$ cat src/rtl/uart_prog_loader.sv
// uart_prog_loader: parses a framed program image (length, payload,
// checksum) from the UART receiver into instruction memory, then serves
// instruction bytes to the CPU at PC while not loading.
//
// Ports:
//   Clk, Rst_n             clock, async active-low reset
//   Load                   loader-mode request (level)
//   rx_data/rx_valid/rx_fe byte stream from the UART receiver
//   PC                     instruction fetch address
//   instr                  registered instruction byte (NOP while busy)
//   Busy/Done/Err          loader status
//   Err_code               01 framing, 10 bad length, 11 checksum
//   Byte_cnt               payload bytes written in current/last load
module uart_prog_loader #(
    parameter int ADDR_W = 5
) (
    input  logic              Clk,
    input  logic              Rst_n,
    input  logic              Load,
    input  logic [7:0]        rx_data,
    input  logic              rx_valid,
    input  logic              rx_fe,
    input  logic [ADDR_W-1:0] PC,
    output logic [7:0]        instr,
    output logic              Busy,
    output logic              Done,
    output logic              Err,
    output logic [1:0]        Err_code,
    output logic [ADDR_W:0]   Byte_cnt
);

    localparam int DEPTH = 1 << ADDR_W;
    localparam logic [8:0] DEPTH9 = 9'(DEPTH);

    localparam logic [1:0] CODE_NONE = 2'b00;
    localparam logic [1:0] CODE_FE   = 2'b01;
    localparam logic [1:0] CODE_LEN  = 2'b10;
    localparam logic [1:0] CODE_CSUM = 2'b11;

    typedef enum logic [2:0] {
        S_IDLE,
        S_LEN,
        S_DATA,
        S_CSUM,
        S_DONE,
        S_ERR
    } state_t;

    state_t state_q, state_d;

    logic              load_q;
    logic              load_rise;
    logic [ADDR_W-1:0] addr_q, addr_d;
    logic [ADDR_W:0]   rem_q, rem_d;
    logic [ADDR_W:0]   cnt_q, cnt_d;
    logic [7:0]        csum_q, csum_d;
    logic [1:0]        code_q, code_d;
    logic [7:0]        instr_q, instr_d;
    logic [7:0]        mem_q [DEPTH];

    logic              mem_we;
    logic              len_bad;
    logic              busy;

    assign load_rise = Load && !load_q;
    assign len_bad   = (rx_data == 8'd0) || ({1'b0, rx_data} > DEPTH9);
    assign busy      = (state_q == S_LEN) || (state_q == S_DATA) ||
                       (state_q == S_CSUM);

    // State register
    always_ff @(posedge Clk or negedge Rst_n) begin
        if (!Rst_n) begin
            state_q <= S_IDLE;
        end else begin
            state_q <= state_d;
        end
    end

    // Next-state logic; dropping Load while loading wins over any strobe
    always_comb begin
        state_d = state_q;
        unique case (state_q)
            S_IDLE, S_DONE, S_ERR: begin
                if (load_rise) state_d = S_LEN;
            end
            S_LEN: begin
                if (!Load) begin
                    state_d = S_IDLE;
                end else if (rx_valid) begin
                    if (rx_fe || len_bad) state_d = S_ERR;
                    else state_d = S_DATA;
                end
            end
            S_DATA: begin
                if (!Load) begin
                    state_d = S_IDLE;
                end else if (rx_valid) begin
                    if (rx_fe) state_d = S_ERR;
                    else if (rem_q == (ADDR_W+1)'(1)) state_d = S_CSUM;
                end
            end
            S_CSUM: begin
                if (!Load) begin
                    state_d = S_IDLE;
                end else if (rx_valid) begin
                    if (!rx_fe && rx_data == csum_q) state_d = S_DONE;
                    else state_d = S_ERR;
                end
            end
            default: state_d = S_IDLE;
        endcase
    end

    // Output logic
    always_comb begin
        Busy     = busy;
        Done     = (state_q == S_DONE);
        Err      = (state_q == S_ERR);
        Err_code = (state_q == S_ERR) ? code_q : CODE_NONE;
        Byte_cnt = cnt_q;
        instr    = instr_q;
    end

    // Datapath: address, counters, checksum, error cause, write enable
    always_comb begin
        addr_d = addr_q;
        rem_d  = rem_q;
        cnt_d  = cnt_q;
        csum_d = csum_q;
        code_d = code_q;
        mem_we = 1'b0;
        unique case (state_q)
            S_IDLE, S_DONE, S_ERR: begin
                if (load_rise) begin
                    addr_d = '0;
                    rem_d  = '0;
                    cnt_d  = '0;
                    csum_d = '0;
                    code_d = CODE_NONE;
                end
            end
            S_LEN: begin
                if (Load && rx_valid) begin
                    if (rx_fe) code_d = CODE_FE;
                    else if (len_bad) code_d = CODE_LEN;
                    else rem_d = rx_data[ADDR_W:0];
                end
            end
            S_DATA: begin
                if (Load && rx_valid) begin
                    if (rx_fe) begin
                        code_d = CODE_FE;
                    end else begin
                        mem_we = 1'b1;
                        // Wraps to 0 after a full-depth image; CSUM follows
                        addr_d = addr_q + ADDR_W'(1);
                        cnt_d  = cnt_q + (ADDR_W+1)'(1);
                        csum_d = csum_q + rx_data;
                        rem_d  = rem_q - (ADDR_W+1)'(1);
                    end
                end
            end
            S_CSUM: begin
                if (Load && rx_valid) begin
                    if (rx_fe) code_d = CODE_FE;
                    else if (rx_data != csum_q) code_d = CODE_CSUM;
                end
            end
            default: ;
        endcase
    end

    // Fetch path: NOP while a load is in progress
    always_comb begin
        instr_d = busy ? 8'h00 : mem_q[PC];
    end

    always_ff @(posedge Clk or negedge Rst_n) begin
        if (!Rst_n) begin
            load_q  <= 1'b0;
            addr_q  <= '0;
            rem_q   <= '0;
            cnt_q   <= '0;
            csum_q  <= '0;
            code_q  <= CODE_NONE;
            instr_q <= '0;
        end else begin
            load_q  <= Load;
            addr_q  <= addr_d;
            rem_q   <= rem_d;
            cnt_q   <= cnt_d;
            csum_q  <= csum_d;
            code_q  <= code_d;
            instr_q <= instr_d;
        end
    end

    // Memory is flop-based so reset can clear every entry
    always_ff @(posedge Clk or negedge Rst_n) begin
        if (!Rst_n) begin
            for (int i = 0; i < DEPTH; i++) begin
                mem_q[i] <= 8'h00;
            end
        end else if (mem_we) begin
            mem_q[addr_q] <= rx_data;
        end
    end

endmodule
$ cat config.mk
export PLATFORM = sky130hd
export DESIGN_NAME = uart_prog_loader
export DESIGN_NICKNAME = d
export VERILOG_FILES = /design/src/rtl/uart_prog_loader.sv
export SDC_FILE = /design/constraint.sdc
export NUM_CORES = 1
export LEC_CHECK = 0
export CAP_MARGIN = 40
export CORE_ASPECT_RATIO = 0.5
export CORE_MARGIN = 2
export CORE_UTILIZATION = 45
export DETAILED_ROUTE_END_ITERATION = 8
export GPL_TIMING_DRIVEN = 1
export HOLD_SLACK_MARGIN = 0.02
export PLACE_DENSITY = 0.67
export SYNTH_ARGS = -nofsm -noshare
export SYNTH_HDL_FRONTEND = slang
export SYNTH_SLANG_ARGS = --single-unit
$ cat constraint.sdc
create_clock -name Clk -period 2.3 [get_ports Clk]
set_input_delay 0.345 -clock Clk [delete_from_list [all_inputs] [get_ports Clk]]
set_output_delay 0.345 -clock Clk [all_outputs]
set_load 0.05 [all_outputs]
[Yosys cells after proc, flatten, opt, wreduce, memory -nomap -nowiden]
Index checks and enable logic that the tools add are counted.
Word-level totals
  register bits after elaboration: 295
  bits in latches: 0
  bits in writable memories: 0
  ROM bits: 0
  word-level logic and storage cells: 143
  memories: 0
Cells by class
  add/subtract/negate cells: 4
  $mul: 0
  divide/modulo/power cells: 0
  order comparisons: 4
  eq/ne operators: 22
  shift operators: 0
  mux-type cells: 51
  bitwise operators: 2
  reduce and logical (&&, ||, !) cells: 20
Operators with widths (number)
  bitwise mux 256 bit: 1
  2-to-1 mux 8 bit: 7
  2-to-1 mux 6 bit: 8
  binary-select mux 8 bit (select 5 bit): 1
  demux 8 bit (select 5 bit): 1
  2-to-1 mux 3 bit: 10
  2-to-1 mux 2 bit: 10
  one-hot mux 6 bit (3 select lines): 1
  one-hot mux 8 bit (2 select lines): 1
  2-to-1 mux 5 bit: 3
  >= comparator 6 bit, second input constant: 2
  != test 3 bit, second input constant: 4
  inverter 5 -> 6 bit: 2
  one-hot mux 3 bit (4 select lines): 1
  one-hot mux 6 bit (2 select lines): 1
  != test 2 bit, second input constant: 5
  one-hot mux 5 bit (2 select lines): 1
  adder 8 bit: 1
  equality test 8 bit: 1
  greater-than comparator 8 x 6 -> 1 bit, second input constant: 1
  zero test 8 bit: 1
  != test 8 bit: 1
  one-hot mux 2 bit (4 select lines): 1
  AND reduction 8 bit: 1
  23 further kinds: 37

[Logic depth before layout (Yosys ltp)]
Gate-level depths: netlist (run 1).
  word-level depth: 7
  mapped depth: 8
  mapped depth without buffers: 7

[Least setup slack after synthesis (run 1)]
OpenSTA, ideal clock, no wires.
  path kind: input-to-reg
  start: in PC[0]
  end: reg instr_q[1] (netlist: instr[1])
  library setup time: 0.189 ns
  arrival: 1.916 ns
  slack: 0.194 ns
  stages on the path: 6
  path through: buf_4 -> buf_2 -> mux4_2 -> mux4_2 -> nor2b_1 -> a2111oi_0
Between the ends
  longest elaborated chain between the ends: 5
Ends and longest elaborated chain
  start, declared: RTL line 23  | input logic [ADDR_W-1:0] PC,
  inverter 5 -> 6 bit (implied by the code): RTL line 175  | instr_d = busy ? 8'h00 : mem_q[PC];
  binary-select mux 8 bit (select 5 bit): RTL line 175
  2-to-1 mux 8 bit (implied by the code) (2 in series): RTL line 175
  2-to-1 mux 8 bit: RTL line 175
  named net instr_d[1]: RTL line 58  | logic [7:0] instr_q, instr_d;
  end signal, assigned: RTL line 194  | instr_q <= instr_d;
  end, declared: RTL line 58
The timed path passes the listed nets, and every way through them passes these cells. The select of a mux whose other input is x is not followed.
A chain may end at the register's enable or synchronous reset.

[Final worst setup path (run 1)]
  start: in rx_data[1]
  end: reg rem_q[3]
Between the ends
  longest elaborated chain between the ends: 4
Ends and longest elaborated chain
  start, declared: RTL line 20  | input logic [7:0] rx_data,
  greater-than comparator 8 x 6 -> 1 bit / zero test 8 bit (equally long branches): RTL line 66  | assign len_bad = (rx_data == 8'd0) || ({1'b0, rx_data} > DEPTH9);
  logical OR 1 bit (*): RTL line 66
  != test 2 bit (no line) (*)
  AND reduction 7 bit (no line) (*)
  end signal, assigned: RTL line 190  | rem_q <= rem_d;
  end, declared: RTL line 54  | logic [ADDR_W:0] rem_q, rem_d;
Every way passes the cells marked *; elsewhere a longest branch is shown, timed or not.

==> flow_metrics.env, run 1 <==
export IMPL_status="completed"
export IMPL_endpoint_kind="flop"
export IMPL_synth_ff_type="dfrtp_1"
export IMPL_period_needed_ps=2217
export IMPL_grt_overflow=0
export IMPL_syn_avg_cell_area_um2=14.51
export IMPL_cellPowerDensity_nw_per_um2=692.3
export IMPL_routed_via_density=5.796
export IMPL_grt_pass1_vias=9080
export IMPL_grt_pass1_wl_um=53190
export IMPL_max_stage_delay_ps=630
export IMPL_crit_path_start_kind="input pin"
export IMPL_rrSetupSlack_ps=250
export IMPL_max_slew_margin_rel=0.5723
export IMPL_pin_count=37
export IMPL_synth_top_cell_by_area="dfrtp_1"
export IMPL_pwr_share_seq=0.473
export IMPL_syn_to_final_growth_pct=18.44
export IMPL_crit_top_cell="a21o_1"
export IMPL_use_met2=0.3420
export IMPL_synth_cell_type_count=55
export IMPL_critPathMaxFanout=6
export IMPL_clock_fmax_mhz=451.1
export IMPL_grt_util_met3=0.04087
export IMPL_synth_warnings=0
export IMPL_dp_hpwl_um=22710
export IMPL_p_clk_frac=0.387
export IMPL_cap_viol_max_count=0
export IMPL_grt_use_met1=0.3117
export IMPL_synth_mux_area_frac=0.3317
export IMPL_whs_ps=324.4
export IMPL_antenna_cells=0
export IMPL_synthSimpleGateAreaFrac=0.04869
export IMPL_synth_async_reset_ratio=1.000
export IMPL_cts_sinks=295
export IMPL_clock_path_buffers=3
export IMPL_synth_compound_area_frac=0.04663
export IMPL_io_buffers=36
export IMPL_finalSetupTns_ps=0
export IMPL_post_route_period_util=0.9639
export IMPL_synth_xor_area_frac=0.003773
export IMPL_setup_viol=0
export IMPL_drt_initial_drc_count=460
export IMPL_insertion_delay_ps=550
export IMPL_p_sw_frac=0.2659
export IMPL_synthAdderAreaFrac=0.01473
export IMPL_clkTransAtPathRegs_ps=60
export IMPL_critPathBufInv=1
export IMPL_drive_gt1_frac=0.4596
export IMPL_fin_skew_ps=13.26
export IMPL_fp_dieW_um=252.8
export IMPL_start_util=0.4581
export IMPL_pre_cts_slack_ps=-504.6
export IMPL_synth_top_family_by_area="multiplexers"
export IMPL_p_comb_frac=0.140
export IMPL_drc=0
export IMPL_cts_setup_buffers=0
export IMPL_placementRows=45
export IMPL_grt_busiest_layer="met2"
export IMPL_syn_instance_count=960
export IMPL_syn_area_um2=13930
export IMPL_intPower_w=0.008383
export IMPL_wire_per_inst_um=22.19
export IMPL_critPathKind="input pin to flop"
export IMPL_n_fill_cell=2428
export IMPL_worstMarginPinSlew_ps=625.4
export IMPL_syn_nets=993
export IMPL_grt_antenna_before_repair=0
export IMPL_fin_nets=1105
export IMPL_fp_dieH_um=128.4
export IMPL_cp_top_family="simple AND/OR/NAND/NOR gates"
export IMPL_required_ps=2750
export IMPL_power_leakage_nw=7.990
export IMPL_core_um2=30400
export IMPL_cts_inserted_buffers=28
export IMPL_dr_total_vias=8630
export IMPL_ir_drop_uv=475.7
export IMPL_place_area_um2=15620
export IMPL_netlist_area_leader_share=0.5301
export IMPL_final_area_um2=16500
export IMPL_drtAntennaViolNets=0
export IMPL_setup_ws_ps=83.10
export IMPL_cts_tree="yes"
export IMPL_clockRootBuffer="clkbuf_16"
export IMPL_dr_pass1_iters=5
export IMPL_critPathSlowestCell="or4_1"
export IMPL_crit_chain="clkdlybuf4s50_1, or4_1, or3_4, a21o_1, a21o_1, o211ai_1"
export IMPL_drt_total_wl_um=33040
export IMPL_h_tree_depth=1
export IMPL_track_usage=0.2144
export IMPL_slew_violations=0
export IMPL_synth_area_leaders="dfrtp_1 53%, mux2_2 21%, mux4_2 12%, clkbuf_1 1.3%, ha_1 1.3%"
export IMPL_yosys_register_bits=295
export IMPL_rsz0062_at_grt="false"
export IMPL_routabilityCongestion=0.8594
export IMPL_yosysSeqAreaShare=0.5301
export IMPL_power_total_w=0.01142
export IMPL_grt_max_degree=55
export IMPL_synth_edf_count=0
export IMPL_hold_path_class="input pin to asynchronous set/reset pin"
export IMPL_p_sw_w=0.003036
export IMPL_crit_arrival_ps=2670
export IMPL_finalHoldViolCount=0
export IMPL_die_area_um2=32460
==> cells in the final DEF, fill, tap and decap left out, drive strengths merged, types with 3 or more instances in the layout <==
master	n
dfrtp	295
mux2	260
buf	123
mux4	72
clkbuf	41
nand3	32
clkdlybuf4s50	27
nand2	22
nor2	20
o21ai	18
a21oi	16
ha	14
nor2b	13
inv	12
o22ai	11
a22o	9
a211oi	8
a2111oi	8
mux2i	7
nor3	6
nor4	6
clkinv	6
a32oi	5
and2	5
and3	4
nor3b	4
a21o	4
xnor2	4
and3b	3
a31oi	3
or3	3
a21boi	3
==> worst paths after layout <==
path / start / to / cells past startpoint
worst max-delay path: rx_data[1] / rem_q[3]$_DFFE_PN0P_ / 6
worst min-delay path: Rst_n / mem_q[32]$_DFFE_PN0P_ / 2
worst max register to register: state_q[0]$_DFFE_PN0P_ / rem_q[3]$_DFFE_PN0P_ / 5
worst min register to register: mem_q[12]$_DFFE_PN0P_ / mem_q[12]$_DFFE_PN0P_ / 1
max in group asynchronous: Rst_n / mem_q[156]$_DFFE_PN0P_ / 3
min in group Clk: Load / load_q$_DFF_PN0_ / 2
==> synthesized netlist by cell type, types with 6 or more instances <==
| cell | number |
|---|---|
| mux4_2 | 72 |
| mux2_2 | 260 |
| nor2b_1 | 13 |
| clkbuf_1 | 48 |
| o22ai_1 | 11 |
| a21oi_1 | 16 |
| dfrtp_1 | 295 |
| nand2_1 | 22 |
| a22o_1 | 9 |
| nor2_1 | 20 |
| a211oi_1 | 8 |
| mux2i_1 | 7 |
| nand3_1 | 32 |
| buf_2 | 14 |
| nor3_1 | 6 |
| a2111oi_0 | 8 |
| o21ai_0 | 17 |
| inv_1 | 12 |
| ha_1 | 14 |
| nor4_1 | 6 |
==> logic make-up (layout without fill, tap and decap cells) <==
kind of cell | after synthesis | after routing
flops | 295 | 295
buf+inv | 81 | 211
simple gates | 128 | 128
fa+ha+maj | 16 | 16
mux | 339 | 339
xor+xnor | 6 | 6
compound gates | 95 | 95
==> routing by layer <==
metal | vias to the layer above | routed length [µm] | share of wire
li1 | 3833 | - | -
met1 | 4587 | 15660 | 0.47
met2 | 170 | 15370 | 0.47
met3 | 40 | 1441 | 0.044
met4 | 0 | 568 | 0.017
met5 | - | 0 | 0
==> what timing repair did <==
| item | in CTS | in global routing |
|---|---|---|
| endpoints found under the hold margin | 48 | 0 |
| endpoints found under the setup margin | 0 | 2 |
| hold buffers | 1 | 0 |
| resized for setup | 0 | 1 |
==> worst reg2reg max path, delay by kind of cell (launching register included) <==
kind | cells | cell delay, ps
flip-flops | 1 | 480
AO/OA/AOI/OAI | 3 | 740
AND/OR/NAND/NOR | 1 | 520
buffers and inverters | 1 | 220
==> registers in the layout, summed over array words and instances (netlist names) <==
register and cells:
state_q 3, Byte_cnt 6, mem_q 256, csum_q 8, rem_q 6, instr 8
load_q 1, addr_q 5, code_q 2
==> layout make-up <==
type,instances,area (µm²),area share
clock buffers,41,820.8,0.04976
clock inverters,7,41.29,0.002503
inverters,12,45.04,0.002731
multi-input cells,584,6211,0.3765
flip-flops and latches,295,7382,0.4475
well taps,399,499.2,0.03026
repair buffers,151,1496,0.09072
==> per-stage QoR <==
step,utilization,std cells
after floorplan,-,960
after global placement,0.5137,1440
after detailed placement,0.5137,1440
after CTS,0.5423,1489
after global routing,0.5426,1489
final,0.5426,1489
==> power groups by stage <==
stage               Clock [W]  Combinational [W]  Sequential (W)
finish                0.00442            0.00160         0.00540
global route          0.00474            0.00175         0.00541
CTS                   0.00452            0.00161         0.00540
detailed placement          0            0.00161         0.00549
global placement            0            0.00157         0.00549
floorplan                   0           0.000794         0.00556
(Power assumes the default switching activity.)
==> run 2: changes to the inputs <==
GPL_ROUTABILITY_DRIVEN = 0   (was unset)
==> results of run 2 <==
Final layout, timing and power as in run 1 (identical DEF).
==> run 3: changes to the inputs <==
PLACE_DENSITY = 0.59   (was 0.67)
==> run 3 against run 2 <==
  * Combinational power barely moved
  * Clock power increased by 9.3%
  * Maximum frequency up 3.7%
  * Global-route usage rose by 0.77 points
==> flow_metrics.env, run 3 (synthesis results as in run 1) <==
export IMPL_core_um2=30400
export IMPL_wire_per_inst_um=23.02
export IMPL_critPathBufInv=1
export IMPL_crit_path_start_kind="flop"
export IMPL_insertion_delay_ps=560
export IMPL_syn_to_final_growth_pct=19.05
export IMPL_reg2reg_from="state_q[1]$_DFFE_PN0P_"
export IMPL_drc=0
export IMPL_grt_pass1_wl_um=54480
export IMPL_grt_antenna_before_repair=0
export IMPL_ir_drop_uv=558.8
export IMPL_post_route_period_util=0.9294
export IMPL_routed_via_density=5.740
export IMPL_seqCellArea_um2=7382
export IMPL_grt_busiest_layer="met2"
export IMPL_antenna_cells=0
export IMPL_path_depth=1
export IMPL_p_sw_frac=0.2627
export IMPL_die_area_um2=32460
export IMPL_dp_hpwl_um=23570
export IMPL_io_buffers=36
export IMPL_n_fill_cell=2462
export IMPL_place_area_um2=15620
export IMPL_finalHoldViolCount=0
export IMPL_clkTransAtPathRegs_ps=70
export IMPL_drt_total_wl_um=34410
export IMPL_largest_register="mem_q"
export IMPL_largest_reg_flops=256
export IMPL_drt_initial_drc_count=569
export IMPL_period_needed_ps=2138
export IMPL_startpoint="Byte_cnt[4]$_DFFE_PN0P_"
export IMPL_track_usage=0.2221
export IMPL_setup_viol=0
export IMPL_critPathMaxFanout=5
export IMPL_crit_arrival_ps=1790
export IMPL_dr_total_vias=8581
export IMPL_max_stage_delay_ps=820
export IMPL_fp_dieW_um=252.8
export IMPL_clock_fmax_mhz=467.8
export IMPL_required_ps=1960
export IMPL_grt_use_met1=0.3339
export IMPL_critPathKind="flop to output port"
export IMPL_p_clk_frac=0.408
export IMPL_hold_path_class="input pin to asynchronous set/reset pin"
export IMPL_rsz0062_at_grt="false"
export IMPL_cts_tree="yes"
export IMPL_h_tree_depth=1
export IMPL_pin_count=37
export IMPL_p_comb_frac=0.136
export IMPL_start_util=0.4581
export IMPL_crit_chain="clkdlybuf4s50_1"
export IMPL_cts_inserted_buffers=27
export IMPL_drive_gt1_frac=0.4635
export IMPL_cts_setup_buffers=0
export IMPL_grt_pass1_vias=9105
export IMPL_drtAntennaViolNets=0
export IMPL_clockRootBuffer="clkbuf_16"
export IMPL_placementRows=45
export IMPL_setup_ws_ps=162.4
export IMPL_fin_util=0.5454
export IMPL_critPathSlowestCell="clkdlybuf4s50_1"
export IMPL_pre_cts_slack_ps=-303.3
export IMPL_fin_skew_ps=18.45
export IMPL_endpoint_kind="output port"
export IMPL_rr_worst_depth=6
export IMPL_pwr_share_seq=0.456
export IMPL_clock_path_buffers=3
export IMPL_cellPowerDensity_nw_per_um2=713.5
export IMPL_grt_max_degree=59
export IMPL_intPower_w=0.008723
export IMPL_final_area_um2=16580
export IMPL_status="completed"
export IMPL_rrSetupSlack_ps=170
export IMPL_cap_viol_max_count=0
export IMPL_slew_violations=0
export IMPL_grt_util_met3=0.04228
export IMPL_fp_dieH_um=128.4
export IMPL_rr_endpoint="mem_q[254]$_DFFE_PN0P_"
export IMPL_dr_pass1_iters=4
export IMPL_cts_sinks=295
export IMPL_fin_nets=1108
export IMPL_cp_top_family="buffers and inverters"
export IMPL_worstMarginPinSlew_ps=772.3
export IMPL_power_leakage_nw=8.035
export IMPL_final_common_cell="dfrtp_1"
export IMPL_multiInputGateArea_um2=6211
export IMPL_p_sw_w=0.003108
export IMPL_mostFrequentLayoutCells="295 x dfrtp_1, 260 x mux2_2, 104 x buf_4, 72 x mux4_2, 32 x nand3_1"
export IMPL_grt_overflow=0
export IMPL_use_met2=0.3450
export IMPL_crit_path_end="Byte_cnt[4]"
export IMPL_max_slew_margin_rel=0.4718
[run 3: final cells by class]
type                       instances  share of cell area
timing repair buffer             155             0.09055
clock buffer                      39             0.04709
clock inverter                    11            0.009734
inverter                          12            0.002717
sequential                       295              0.4452
tap                              399             0.03011
multi-input combinational        584              0.3746
[run 3: power groups by stage]
stage	clock network, W	logic, W	registers, W
after CTS	0.00491	0.00161	0.00539
final	0.00483	0.00161	0.00540
after global placement	0	0.00156	0.00549
after floorplan	0	0.000794	0.00556
after global routing	0.00512	0.00174	0.00541
after detailed placement	0	0.00161	0.00549
[run 3: metrics by stage]
step	TNS (ps)	power (W)	hold slack (ps)	instances
final	0	0.01183	312.1	1495
after CTS	0	0.01191	319.5	1495
after global routing	0	0.01227	348.5	1495
after detailed placement	-22470	0.007094	324.0	1444
after floorplan	0	0.006355	49.41	960
after global placement	-21150	0.007053	318.4	1443
[run 3: what timing repair did]
action                     4_1_cts  5_1_grt
gates resized for setup          0        1
setup endpoints to repair        0        1
hold endpoints to repair        53        0
hold buffers                     1        0
[run 3: worst min-delay path by stage]
stage | start | endpoint | slack (ps) | depth (start not counted)
3_3_place_gp | Rst_n | mem_q[74]$_DFFE_PN0P_ | 320 | 1
4_1_cts | Rst_n | mem_q[74]$_DFFE_PN0P_ | 320 | 2
5_1_grt | Rst_n | mem_q[74]$_DFFE_PN0P_ | 350 | 2
3_5_place_dp | Rst_n | mem_q[74]$_DFFE_PN0P_ | 320 | 1
6_report | Rst_n | mem_q[74]$_DFFE_PN0P_ | 310 | 2
2_1_floorplan | Rst_n | Byte_cnt[0]$_DFFE_PN0P_ | 50 | 0
[run 3: routing by layer]
layer / part of all wire / vias up
li1: - / 3840
met1: 0.48 / 4559
met2: 0.45 / 148
met3: 0.058 / 34
met4: 0.013 / 0
met5: 0 / -
